===== src/rtl/alu_issue_stage.sv =====
// ID/EX issue register for the 64-bit ALU: decodes the ALU op, resolves
// forwarding and selects operands, and handles stall, flush and bubbles.
module alu_issue_stage #(
    parameter int XLEN   = 64,
    parameter int REG_AW = 5
) (
    input  logic              clk,
    input  logic              rst_n,
    input  logic              in_valid,
    output logic              in_ready,
    input  logic [1:0]        aluop,
    input  logic              is_rtype,
    input  logic [2:0]        funct3,
    input  logic              funct7_b5,
    input  logic              alu_src,
    input  logic [REG_AW-1:0] rs1_addr,
    input  logic [REG_AW-1:0] rs2_addr,
    input  logic [REG_AW-1:0] rd_addr,
    input  logic [XLEN-1:0]   rs1_data,
    input  logic [XLEN-1:0]   rs2_data,
    input  logic [XLEN-1:0]   imm,
    input  logic              fwdA_we,
    input  logic [REG_AW-1:0] fwdA_rd,
    input  logic [XLEN-1:0]   fwdA_data,
    input  logic              fwdB_we,
    input  logic [REG_AW-1:0] fwdB_rd,
    input  logic [XLEN-1:0]   fwdB_data,
    input  logic              stall,
    input  logic              flush,
    output logic [XLEN-1:0]   alu_rs1,
    output logic [XLEN-1:0]   alu_rs2,
    output logic [3:0]        alu_code,
    output logic [REG_AW-1:0] rd_out,
    output logic              out_valid,
    output logic              illegal_op
);

    localparam logic [3:0] OP_AND = 4'b0000;
    localparam logic [3:0] OP_OR  = 4'b0001;
    localparam logic [3:0] OP_ADD = 4'b0010;
    localparam logic [3:0] OP_SUB = 4'b0011;
    localparam logic [3:0] OP_ILL = 4'b1111;

    logic [3:0]      code_d;
    logic            ill_d;
    logic [XLEN-1:0] op1_d;
    logic [XLEN-1:0] fwd2_d;
    logic [XLEN-1:0] op2_d;

    assign in_ready = ~stall;

    always_comb begin
        code_d = OP_ADD;
        ill_d  = 1'b0;
        unique case (1'b1)
            aluop == 2'b00: code_d = OP_ADD;
            aluop == 2'b01: code_d = OP_SUB;
            aluop == 2'b11: begin
                code_d = OP_ILL;
                ill_d  = 1'b1;
            end
            default: begin
                unique case (1'b1)
                    funct3 == 3'b000:
                        code_d = (is_rtype & funct7_b5) ? OP_SUB : OP_ADD;
                    funct3 == 3'b111: code_d = OP_AND;
                    funct3 == 3'b110: code_d = OP_OR;
                    default: begin
                        code_d = OP_ILL;
                        ill_d  = 1'b1;
                    end
                endcase
            end
        endcase
    end

    // Newer result (A) beats older (B); x0 never forwards and reads zero.
    function automatic logic [XLEN-1:0] fwd_sel(
        input logic [REG_AW-1:0] addr,
        input logic [XLEN-1:0]   rf
    );
        logic [XLEN-1:0] v;
        v = rf;
        if (addr == '0)
            v = '0;
        else if (fwdA_we && fwdA_rd == addr)
            v = fwdA_data;
        else if (fwdB_we && fwdB_rd == addr)
            v = fwdB_data;
        return v;
    endfunction

    always_comb begin
        op1_d  = fwd_sel(rs1_addr, rs1_data);
        fwd2_d = fwd_sel(rs2_addr, rs2_data);
        op2_d  = alu_src ? imm : fwd2_d;
    end

    always_ff @(posedge clk or negedge rst_n) begin
        if (!rst_n) begin
            alu_rs1    <= '0;
            alu_rs2    <= '0;
            alu_code   <= OP_AND;
            rd_out     <= '0;
            out_valid  <= 1'b0;
            illegal_op <= 1'b0;
        end else if (flush) begin
            out_valid  <= 1'b0;
            illegal_op <= 1'b0;
        end else if (!stall) begin
            alu_rs1    <= op1_d;
            alu_rs2    <= op2_d;
            alu_code   <= code_d;
            rd_out     <= rd_addr;
            out_valid  <= in_valid;
            illegal_op <= in_valid & ill_d;
        end
    end

endmodule


===== config.mk =====
export PLATFORM = sky130hd
export DESIGN_NAME = alu_issue_stage
export DESIGN_NICKNAME = d
export VERILOG_FILES = /design/src/rtl/alu_issue_stage.sv
export SDC_FILE = /design/constraint.sdc
export NUM_CORES = 1
export LEC_CHECK = 0
export ABC_AREA = 1
export BUFFER_PORTS_ARGS = -buffer_cell sky130_fd_sc_hd__buf_4
export CAP_MARGIN = 10
export CELL_PAD_IN_SITES_DETAIL_PLACEMENT = 0
export CELL_PAD_IN_SITES_GLOBAL_PLACEMENT = 1
export CORE_AREA = 3 3 191 193
export CTS_CLUSTER_DIAMETER = 80
export DETAILED_ROUTE_END_ITERATION = 12
export DIE_AREA = 0 0 194 196
export PLACE_DENSITY = 0.87
export SLEW_MARGIN = 20
export SYNTH_ARGS = -nofsm -noshare
export SYNTH_HDL_FRONTEND = slang
export SYNTH_SLANG_ARGS = --single-unit

===== constraint.sdc =====
create_clock -name clk -period 0.8 [get_ports clk]
set_input_delay 0.12 -clock clk [delete_from_list [all_inputs] [get_ports clk]]
set_output_delay 0.12 -clock clk [all_outputs]
set_load 0.1 [all_outputs]

Yosys cells after proc, flatten, opt, wreduce, memory -nomap -nowiden
Cells that the tools add are included.
- mux-type cells: 16
- reduce and logical (&&, ||, !) cells: 11
- bitwise gates (word level): 4
- equal/unequal tests: 9
- operators by type and width (cell ; number):
    two-way mux 64 bit ; 7
    case mux 4 bit (3 select lines) ; 2
    == test 5 bit ; 4
    logical NOT 5 bit ; 2
    == test 3 bit, second input constant ; 2
    two-way mux 1 bit ; 6
    logical AND 1 bit ; 4
    logical NOT 3 bit ; 1
    OR reduction 3 bit ; 1
    bitwise AND 1 bit ; 2
    == test 2 x 1 -> 1 bit, second input constant ; 1
    == test 2 bit, second input constant ; 1
    logical NOT 2 bit ; 1
    inequality test 2 x 1 -> 1 bit, second input constant ; 1
    inverter 1 bit ; 2
    case mux 1 bit (2 select lines) ; 1
    AND reduction 2 bit ; 1
    OR reduction 2 bit ; 1
- input port bits: 360
- output and inout bits: 140
- logic and storage cells: 46
- register bits: 139

Depth between registers and ports, before layout
Gate-level depths: netlist of the first run.
- depth in word-level cells: 7
- mapped depth: 11
- mapped depth without buffers: 9

Worst setup path before layout of the first run
OpenSTA, ideal clock, no wires.
- path type: flip-flop to output port
- start: register, netlist name alu_code[2]
- end: output alu_code[3]
- stages on the path, launching flop included: 2
- path buffers: 1
- arrival time: 1.340 ns
- required time: 0.680 ns
- setup slack: -0.660 ns
- cells stage by stage: dfrtp_1 > buf_4
- RTL lines (item ; line ; source):
    end: declaration ; 32 ; output logic [3:0] alu_code,

Worst setup path after layout of the first run
- start: register alu_code[2]
- end: output alu_code[2]
- RTL lines (item ; line ; source):
    start signal: assignment ; 113 ; alu_code <= code_d;
No word-level cell between the ends.

==> impl_results.md, run 1 <==
* Status: finished with violations
* Failing checks: hold timing, setup timing
* DR pass1 iterations at 5
* Peak VDD IR at 1.78 mV
* Routed Antenna Nets at 0
* Register area share after synthesis at 0.340
* First-pass GRT wire length at 97.1 mm
* Layout cells sized above 1 at 0.603
* RD Place Congestion at 0.911
* First DRT Iteration DRCs at 1349
* CTS buffer count at 17
* Height of the die at 196 um
* Routed WL at 72.5 mm
* Final setup violation count at 267
* CP top delay family: flip-flops
* Post-synthesis cell count at 1603
* Final Cycle Share at 1.65
* Crit. End Element: output port
* Via Count at 15700
* Max Used Layer: met4
* Area of the mapped netlist at 10200 um^2
* Vias/cell at 5.50
* Max cap viols at 0
* Power Density at 1630 nW/um^2
* Routed len/inst at 25.5 um
* Die W at 194 um
* Core Util, Final at 0.704
* Root buffer cell: clkbuf_16
* Skew-Pair Late Insertion Delay at 0.45 ns
* Drt drc at 0
* Hold Vio Cnt, Final at 1
* Worst-Margin Slew at 0.483 ns
* Clk_skew at 0 ns
* H-tree Lvls at 4
* Clock transition at the registers of the reported paths at 0.07 ns
* FP Rows at 68
* Async SR Flop Fraction at 1.00
* Worst hold slack at -0.0194 ns
* Peak fanout along the critical path at 3
* Non-filler instance count after layout at 2848
* GRT overflow at 0
* Main area contributors after synthesis: dfrtp_1, nand2_1, nor2_1, nand3_1, a21oi_2
* DIE AREA at 38000 um^2
* CTS tree: built
* Syn-to-layout area delta at 141%
* Hold Path Class: primary input to flip-flop
* Crit path DAT at 1.20 ns
* CORE AREA at 34700 um^2
* Predominant post-synthesis flop cell: dfrtp_1
* Max Root-Sink Buffers at 2
* Yosys warns at 0
* CP startpoint kind: flip-flop
* Syn Nets at 1963
* Final Power at 0.0399 W
* Slowest stage delay, CP at 0.54 ns
* Buffers & Inverters on Critical Path at 1
* Data required, critical path at 0.68 ns
* Met2 wire length at 33.9 mm
* GRT Overall Usage at 0.336
* Synth cell count leaders: nand2_1, nor2_1, nand3_1, dfrtp_1, inv_1
* M1 WL at 26.0 mm
* Largest net degree at the start of global routing at 43
* Crit-path slowest cell: dfrtp_4
* Most common cell in the netlist: nand2_1
* Critical path class: flip-flop to output port
* Met3 wire len at 6.90 mm
* EDFF count, synth at 0
* Cell variety after synth at 29
* Final setup margin at -0.520 ns
* Setup TNS at -93.28 ns
* Worst path cell trace: buf_8
* IO Pins at 500
* Post-synth top area share at 0.340
* Number of hold buffers added after CTS at 145
* DP HPWL at 36.2 mm
* Inst Count DP at 2537
* Post-synthesis area per instance at 6.34 um^2
* Initial Util at 0.293
* Pleak at 11.6 nW
* Antenna violations before repair at 1
* Min Tclk post-route at 1.32 ns
* Rel. slew slack at 0.678
* Seq cells post-synth at 138
* Unrepaired setup endpoints after global routing: yes
* Nets@finish at 2739
* Sink Count at 138
* Cell taking the most area after synthesis: dfrtp_1
* Vias in the first global route at 15900
* Port Buffers at 499
* Max Freq at 0.757 GHz
* Max-slew violation count at 0
## worst paths after layout
path	start	end	slack [ns]	depth (start not counted)
worst min register to register	alu_rs1[30]	alu_rs1[30]	0.51	2
max in group asynchronous	rst_n	alu_rs1[47]	0.10	3
worst max-delay path	alu_code[2]	alu_code[2]	-0.52	1
worst max register to register	alu_rs2[44]	alu_rs2[44]	-0.05	3
worst min-delay path	flush	out_valid	-0.02	3
min in group asynchronous	rst_n	alu_rs1[10]	0.12	2
## worst register-to-register path: cells and delay by family (launching register included)
family,cells,cell delay (ns)
AOI/OAI and AO/OA,1,0.04
buffers and inverters,1,0.14
DFF,1,0.43
and+or+nand+nor,1,0.13
## repair_timing
item | CTS | global route
hold endpoints to repair | 246 | 1
endpoints found under the setup margin | 270 | 270
pin swaps | 167 | 199
gates resized for setup | 791 | 430
cloned | 62 | 10
buffers inserted | 66 | 20
## final cells by class
class,instances,area (um^2)
Clock buffer,21,450
Multi-Input combinational cell,1259,8220
Tap cell,455,569
Fill cell,2285,10300
Clock inverter,11,170
Sequential cell,138,3650
Timing Repair Buffer,872,11000
Inverter,91,428
Antenna cell,1,2.50
## layout by cell type (no fill, tap or decap), drive strengths merged, types with 2 or more instances in the layout
master       Yosys  layout
dlygate4sd3      0     145
bufinv           0       4
nand2          565     565
inv             91      89
dfrtp          138     138
o21ai           10      10
nand3          198     198
clkinvlp         0       4
a21oi           69      69
buf             84     713
nand4           66      66
clkinv           0       5
nor2           341     341
bufbuf           0       4
o22ai            5       5
clkbuf          31      31
nor3             2       2
## per-stage QoR
stage               cell area (um^2)  worst slack, ns
finish                         24500           -0.520
global route                   24500           -0.530
CTS                            22700           -0.521
detailed placement             15300           -0.807
global placement               15300           -0.778
floorplan                      10700           -0.318
## sequential cells by signal, indices dropped and copies added, names as in the netlist
register and cells:
alu_code 3, alu_rs2 64, out_valid 1, rd_out 5
illegal_op 1, alu_rs1 64
## report_power, final
group	internal (W)	switching, W	total, W
Sequential	0.00819	0.00123	0.00941
Clock	0.00530	0.00358	0.00887
Combinational	0.00853	0.0131	0.0217
## cell families after synthesis
| group | synth area share |
|---|---|
| AO/OA/AOI/OAI | 0.0659 |
| buffers and inverters | 0.112 |
| AND/OR/NAND/NOR | 0.482 |
| flip-flops | 0.340 |
## routing by layer
metal / vias to the layer above / global-route usage
met5: - / 0
met2: 1129 / 0.562
met1: 7464 / 0.393
li1: 6667 / -
met4: 0 / 0.203
met3: 392 / 0.0800
Note: power is estimated with default switching activity, not from simulation.
==> inputs of run 2 (changes only) <==
--- a/config.mk
+++ b/config.mk
@@ -14,6 +14,7 @@
 export CTS_CLUSTER_DIAMETER = 80
 export DETAILED_ROUTE_END_ITERATION = 12
 export DIE_AREA = 0 0 194 196
+export MAX_ROUTING_LAYER = met4
 export PLACE_DENSITY = 0.87
 export SLEW_MARGIN = 20
 export SYNTH_ARGS = -nofsm -noshare
==> impl_results.md, run 2 (synthesized netlist as in run 1, its figures left out) <==
* Status: finished with violations
* Failing checks: hold timing, setup timing
* H-tree Lvls at 4 (unchanged)
* Routed len/inst at 24.2 um (-5.0%)
* FF-to-FF Start: alu_rs2[40]
* Unrepaired setup endpoints after global routing: yes
* Worst path cell trace: buf_8
* Data required, critical path at 0.68 ns (about the same)
* First-pass GRT wire length at 90.4 mm (-6.9%)
* GRT overflow at 0 (unchanged)
* Layout cells sized above 1 at 0.596 (-0.00711)
* Placed instance area at 15400 um^2 (+0.41%)
* FP Rows at 68 (unchanged)
* FILL cells at 2669 (+17%)
* Vias in the first global route at 14800 (-7.1%)
* CP startpoint kind: flip-flop
* Instance count on the critical path at 1 (unchanged)
* Hold Path Cell Cnt at 3 (unchanged)
* Skew-Pair Late Insertion Delay at 0.44 ns (about the same)
* Sink Count at 138 (unchanged)
* Slowest stage delay, CP at 0.53 ns (about the same)
* Drt drc at 0 (unchanged)
* Rel. slew slack at 0.741 (+0.0628)
* Max cap viols at 0 (unchanged)
* Via Count at 15100 (-3.3%)
* Final setup margin at -0.492 ns (+0.0283 ns)
* Max-slew violation count at 0 (unchanged)
* Port Buffers at 499 (unchanged)
* Hold Crit Endpoint: out_valid
* Top Registers: alu_rs1 (64), alu_rs2 (64), rd_out (5)
* Final setup violation count at 269 (+0.75%)
* Vias/cell at 5.40 (-1.7%)
* Most frequent cells in the layout: buf_4, nand2_1, nor2_1, buf_12, nand3_2
* IO Pins at 500 (unchanged)
* RR Endpoint: alu_rs2[40]
* Min Tclk post-route at 1.29 ns (-0.0283 ns)
* CORE AREA at 34700 um^2 (unchanged)
* Routed WL at 67.8 mm (-6.5%)
* R2R setup slack at -0.07 ns (-0.02 ns)
* Clk_skew at 0 ns (unchanged)
* Crit. End Element: output port
* Worst hold slack at -0.0109 ns (+0.00844 ns)
* Buffers & Inverters on Critical Path at 1 (unchanged)
* HP Start: flush
* Most common cell after layout, fill and taps aside: buf_4
* Hold Path Class: primary input to flip-flop
* Post-route cell area at 23100 um^2 (-5.4%)
* Nets@finish at 2693 (-1.7%)
* Worst-Margin Slew at 0.388 ns (-0.0948 ns)
* Peak fanout along the critical path at 3 (unchanged)
* Hold Vio Cnt, Final at 1 (unchanged)
* Critical path class: flip-flop to output port
* Peak VDD IR at 1.54 mV (-13%)
* Die W at 194 um (unchanged)
* Routed Antenna Nets at 0 (unchanged)
* Power Density at 1670 nW/um^2 (+2.5%)
* DIE AREA at 38000 um^2 (unchanged)
* Max Root-Sink Buffers at 2 (unchanged)
* Crit path DAT at 1.17 ns (-0.03 ns)
* Height of the die at 196 um (unchanged)
* Pleak at 11.3 nW (-2.8%)
* CP top delay family: flip-flops
* Antenna violations before repair at 1 (unchanged)
* CTS buffer count at 17 (unchanged)
* RD Place Congestion at 0.970 (+6.4%)
* GRT Overall Usage at 0.322 (-0.0146)
* Worst reg2reg path depth at 3 (unchanged)
* Syn-to-layout area delta at 128%
* Max Freq at 0.774 GHz (+2.2%)
* CTS tree: built
* First DRT Iteration DRCs at 1367 (+1.3%)
* Root buffer cell: clkbuf_16
* Crit-path slowest cell: dfrtp_4
* Clock transition at the registers of the reported paths at 0.06 ns (about the same)
* Largest net degree at the start of global routing at 51 (+19%)
* Initial Util at 0.293 (unchanged)
* DP HPWL at 36.7 mm (+1.5%)
* Final Cycle Share at 1.61 (-0.0354)
* DR pass1 iterations at 8 (+3)
-- run 2: cell types whose count changed in the layout (fill, tap and decap cells not counted), sizes merged --
cell         change
bufbuf           -1
clkbuf          +10
dlygate4sd3     -54
clkinv           -4
inv              +1
buf              +2
bufinv           -1
-- run 2: worst max-delay path by stage --
stage | slack [ns] | start | endpoint
CTS | -0.51 | alu_code[2] | alu_code[2]
detailed placement | -0.74 | rs1_addr[1] | alu_rs1[57]
floorplan | -0.32 | stall | illegal_op
finish | -0.49 | alu_code[2] | alu_code[2]
global route | -0.51 | alu_code[2] | alu_code[2]
global placement | -0.75 | rs1_addr[0] | alu_rs1[10]
-- run 2: per-stage QoR --
| step | setup TNS, ns | power, W | util | std cells | setup WS (ns) |
|---|---|---|---|---|---|
| floorplan | -37.70 | 0.0193 | - | 1603 | -0.318 |
| global placement | -89.52 | 0.0242 | 0.443 | 2547 | -0.754 |
| detailed placement | -89.90 | 0.0243 | 0.443 | 2547 | -0.742 |
| CTS | -94.50 | 0.0370 | 0.604 | 2760 | -0.514 |
| global route | -103.20 | 0.0398 | 0.666 | 2801 | -0.508 |
| finish | -93.99 | 0.0387 | 0.666 | 2801 | -0.492 |
-- run 2: what timing repair did --
action / CTS / global route
setup endpoints to repair: 270 / 274
pin swaps: 77 / 209
hold buffers: 91 / 0
buffers inserted: 43 / 39
resized for setup: 571 / 452
hold endpoints to repair: 211 / 0
gates cloned: 50 / 19
-- run 2: area by class of cell --
cell class	instances	area, um^2	share of cell area
Antenna cell	1	2.50	0.000108
Clock buffer	24	462	0.0200
Clock inverter	7	118	0.00509
Inverter	91	420	0.0182
Multi-Input combinational cell	1259	7700	0.333
Sequential cell	138	3650	0.158
Tap cell	455	569	0.0246
Timing Repair Buffer	826	10200	0.441
-- run 2: per-layer routing --
layer | share of wire | global-route usage
met4 | 0.056 | 0.146
met2 | 0.48 | 0.530
met1 | 0.37 | 0.383
met3 | 0.092 | 0.0622
met5 | 0 | -
-- run 2: where the power goes --
part | total (W) | leakage [nW] | internal (W) | switching, W
registers | 0.00937 | 1.49 | 0.00819 | 0.00119
logic | 0.0211 | 9.55 | 0.00821 | 0.0128
clock network | 0.00828 | 0.271 | 0.00496 | 0.00332
==> inputs of run 3 (changes only) <==
--- a/config.mk
+++ b/config.mk
@@ -5,17 +5,16 @@
 export SDC_FILE = /design/constraint.sdc
 export NUM_CORES = 1
 export LEC_CHECK = 0
-export ABC_AREA = 1
 export BUFFER_PORTS_ARGS = -buffer_cell sky130_fd_sc_hd__buf_4
 export CAP_MARGIN = 10
 export CELL_PAD_IN_SITES_DETAIL_PLACEMENT = 0
 export CELL_PAD_IN_SITES_GLOBAL_PLACEMENT = 1
-export CORE_AREA = 3 3 191 193
+export CORE_AREA = 3 3 194 196
 export CTS_CLUSTER_DIAMETER = 80
 export DETAILED_ROUTE_END_ITERATION = 12
-export DIE_AREA = 0 0 194 196
+export DIE_AREA = 0 0 197 199
 export MAX_ROUTING_LAYER = met4
-export PLACE_DENSITY = 0.87
+export PLACE_DENSITY = 0.73
 export SLEW_MARGIN = 20
 export SYNTH_ARGS = -nofsm -noshare
 export SYNTH_HDL_FRONTEND = slang
==> impl_results.md, run 3 <==
* Skew-Pair Late Insertion Delay at 0.44 ns (about the same)
* Predominant post-synthesis flop cell: dfrtp_1
* GRT overflow at 0 (unchanged)
* First-pass GRT wire length at 77.7 mm (-14%)
* Antenna violations before repair at 3 (+2)
* Routed Antenna Nets at 0 (unchanged)
* IO Pins at 500 (unchanged)
* Peak VDD IR at 1.52 mV (-1.6%)
* Clk_skew at 0 ns (unchanged)
* Crit path DAT at 1.87 ns (+0.70 ns)
* DR pass1 iterations at 5 (-3)
* Slowest stage delay, CP at 0.41 ns (-0.12 ns)
* Largest net degree at the start of global routing at 44 (-14%)
* Post-synth top area share at 0.406 (+0.0659)
* Hold Vio Cnt, Final at 0 (-1)
* DP HPWL at 34.6 mm (-5.7%)
* Syn Nets at 1244 (-37%)
* Core Util, Final at 0.559 (-0.107)
* Grt met1 use at 0.298 (-0.0849)
* EDFF count, synth at 0 (unchanged)
* Post-synthesis area per instance at 9.63 um^2 (+52%)
* Worst path cell trace: buf_8 > xor2_4 > nor4_4 > buf_4 > nand3_4 > buf_12 > buf_12 > a221oi_2 > o22ai_1
* FP Rows at 70 (+2.9%)
* Crit-path slowest cell: nor4_4
* Routed WL at 55.9 mm (-18%)
* Post-synthesis cell count at 884 (-45%)
* Unrepaired setup endpoints after global routing: yes
* Area of the mapped netlist at 8510 um^2 (-16%)
* CORE AREA at 36300 um^2 (+4.5%)
* CTS tree: built
* Status: finished with violations
* Most frequent CP cell: buf_12
* Main area contributors after synthesis: dfrtp_1, a221oi_2, mux2i_1, a22oi_1, o21ai_0
* Yosys warns at 0 (unchanged)
* Most common cell after layout, fill and taps aside: buf_4
* Number of hold buffers added after CTS at 290 (+220%)
* Via Count at 12100 (-20%)
* RD Place Congestion at 0.928 (-4.4%)
* Synth cell count leaders: dfrtp_1, o21ai_0, nor2_1, a21oi_1
* Register area share after synthesis at 0.406 (+0.0659)
* CP top delay family: buffers and inverters
* Async SR Flop Fraction at 1.00 (unchanged)
* Final Cycle Share at 1.93 (+0.320)
* Vias in the first global route at 13000 (-12%)
* Cell taking the most area after synthesis: dfrtp_1
* Top Registers: alu_rs1 (64), alu_rs2 (64), rd_out (5)
* Root buffer cell: clkbuf_16
* GR Layer Usage met2 at 0.441 (-0.0892)
* Height of the die at 199 um (+1.5%)
* CTS buffer count at 17 (unchanged)
* Worst hold slack at 0.0105 ns (+0.0214 ns)
* Nets@finish at 2144 (-20%)
* Buffers & Inverters on Critical Path at 4 (+3)
* CP startpoint kind: primary input
* M3 GR Usage at 0.0705 (+0.00829)
* GRT Overall Usage at 0.268 (-0.0537)
* Sink Count at 138 (unchanged)
* Initial Util at 0.235 (-0.0580)
* Critical path class: primary input to flip-flop
* Peak fanout along the critical path at 8 (+5)
* Pleak at 8.70 nW (-23%)
* Max Root-Sink Buffers at 2 (unchanged)
* Drt drc at 0 (unchanged)
* DIE AREA at 39200 um^2 (+3.1%)
* Power Density at 1810 nW/um^2 (+8.0%)
* Syn-to-layout area delta at 138%
* First DRT Iteration DRCs at 868 (-37%)
* Die W at 197 um (+1.5%)
* Failing checks: setup timing
* Seq cells post-synth at 138 (unchanged)
* FILL cells at 2884 (+8.1%)
* Max cap viols at 0 (unchanged)
* Final setup violation count at 269 (unchanged)
* Final setup margin at -0.748 ns (-0.256 ns)
* Most frequent cells in the layout: buf_4, dlygate4sd3_1, buf_12, dfrtp_2, o21ai_1
* Worst-Margin Slew at 0.682 ns (+0.294 ns)
* H-tree Lvls at 4 (unchanged)
* Clock transition at the registers of the reported paths at 0.06 ns (about the same)
* Min Tclk post-route at 1.55 ns (+0.256 ns)
* Layout cells sized above 1 at 0.501 (-0.0943)
* Cell variety after synth at 36 (+24%)
* Max Freq at 0.646 GHz (-17%)
* Rel. slew slack at 0.545 (-0.196)
* Port Buffers at 499 (unchanged)
* Crit. End Element: flip-flop
* Data required, critical path at 1.12 ns (+0.44 ns)
* Routed len/inst at 24.7 um (+1.9%)
* Max-slew violation count at 0 (unchanged)
* Hold Path Class: primary input to flip-flop
* Vias/cell at 5.34 (-1.2%)
* Most used routing layer: met2
* Most common cell in the netlist: dfrtp_1
[run 3: cell count changes in the layout (fill, tap and decap cells not counted), sizes merged, moves of 64 or more]
cell         change
a221oi          +64
a22oi           +64
and3            +64
dlygate4sd3    +199
inv             -89
mux2i           +65
nand2          -543
nand3          -196
nand4           -64
nor2           -272
o21ai          +122
[run 3: power breakdown]
group          internal (W)  switching (W)  total [W]  leakage [nW]
combinational       0.00804         0.0112     0.0192          6.87
sequential          0.00807        0.00122    0.00929          1.54
clock               0.00460        0.00355    0.00815         0.289
[run 3: timing repair]
action	in CTS	in global routing
pin swaps	108	51
resized for setup	429	95
setup endpoints to repair	276	271
buffers inserted	17	28
gates cloned	9	10
endpoints found under the hold margin	275	2
[run 3: metrics by stage]
stage	cells	TNS, ns	total power, W	instance area [um^2]	setup WS [ns]
after floorplan	884	-96.51	0.0184	8770	-0.665
after global placement	1882	-139.13	0.0232	13800	-1.18
after detailed placement	1882	-144.71	0.0233	13800	-1.23
after CTS	2229	-128.37	0.0356	19400	-0.685
after global routing	2268	-141.10	0.0377	20300	-0.766
final	2268	-129.28	0.0367	20300	-0.748
[run 3: logic make-up after synthesis]
logic type                share of synthesized area
xor gates and xnor gates                     0.0206
DFF                                           0.406
and+or+nand+nor                               0.102
buffers and inverters                        0.0595
AOI/OAI and AO/OA                             0.336
muxes                                        0.0764
[run 3: layer usage]
metal / vias up / part of all wire
met2: 839 / 0.49
met1: 5830 / 0.37
met3: 230 / 0.085
li1: 5216 / -
met4: 0 / 0.058
met5: - / 0
[run 3: worst reg2reg max path, stage by stage, from the launching register on]
cell and delay [ns]:
dfrtp_1 0.43, buf_4 0.15, buf_4 0.12, nor2_1 0.10
o22ai_1 0.09
[run 3: path summary, 6_finish.rpt]
check	slack, ns	start	end	cells after the start
max	-0.75	fwdB_rd[1]	alu_rs2[50]	9
min in group asynchronous	0.09	rst_n	alu_rs1[21]	2
min	0.01	rs2_data[54]	alu_rs2[54]	3
max reg2reg	-0.21	alu_rs2[35]	alu_rs2[35]	4
max in group asynchronous	0.17	rst_n	alu_code[1]	3
min reg2reg	0.51	rd_out[0]	rd_out[0]	2
[run 3: layout make-up]
class | instances | area [um^2] | share of cell area
diodes | 3 | 7.51 | 0.000370
multi-input cells | 649 | 4850 | 0.239
clock inverters | 11 | 93.8 | 0.00463
repair buffers | 977 | 10700 | 0.527
inverters | 1 | 7.51 | 0.000370
flip-flops and latches | 138 | 3560 | 0.176
clock buffers | 21 | 480 | 0.0237
well taps | 468 | 586 | 0.0289
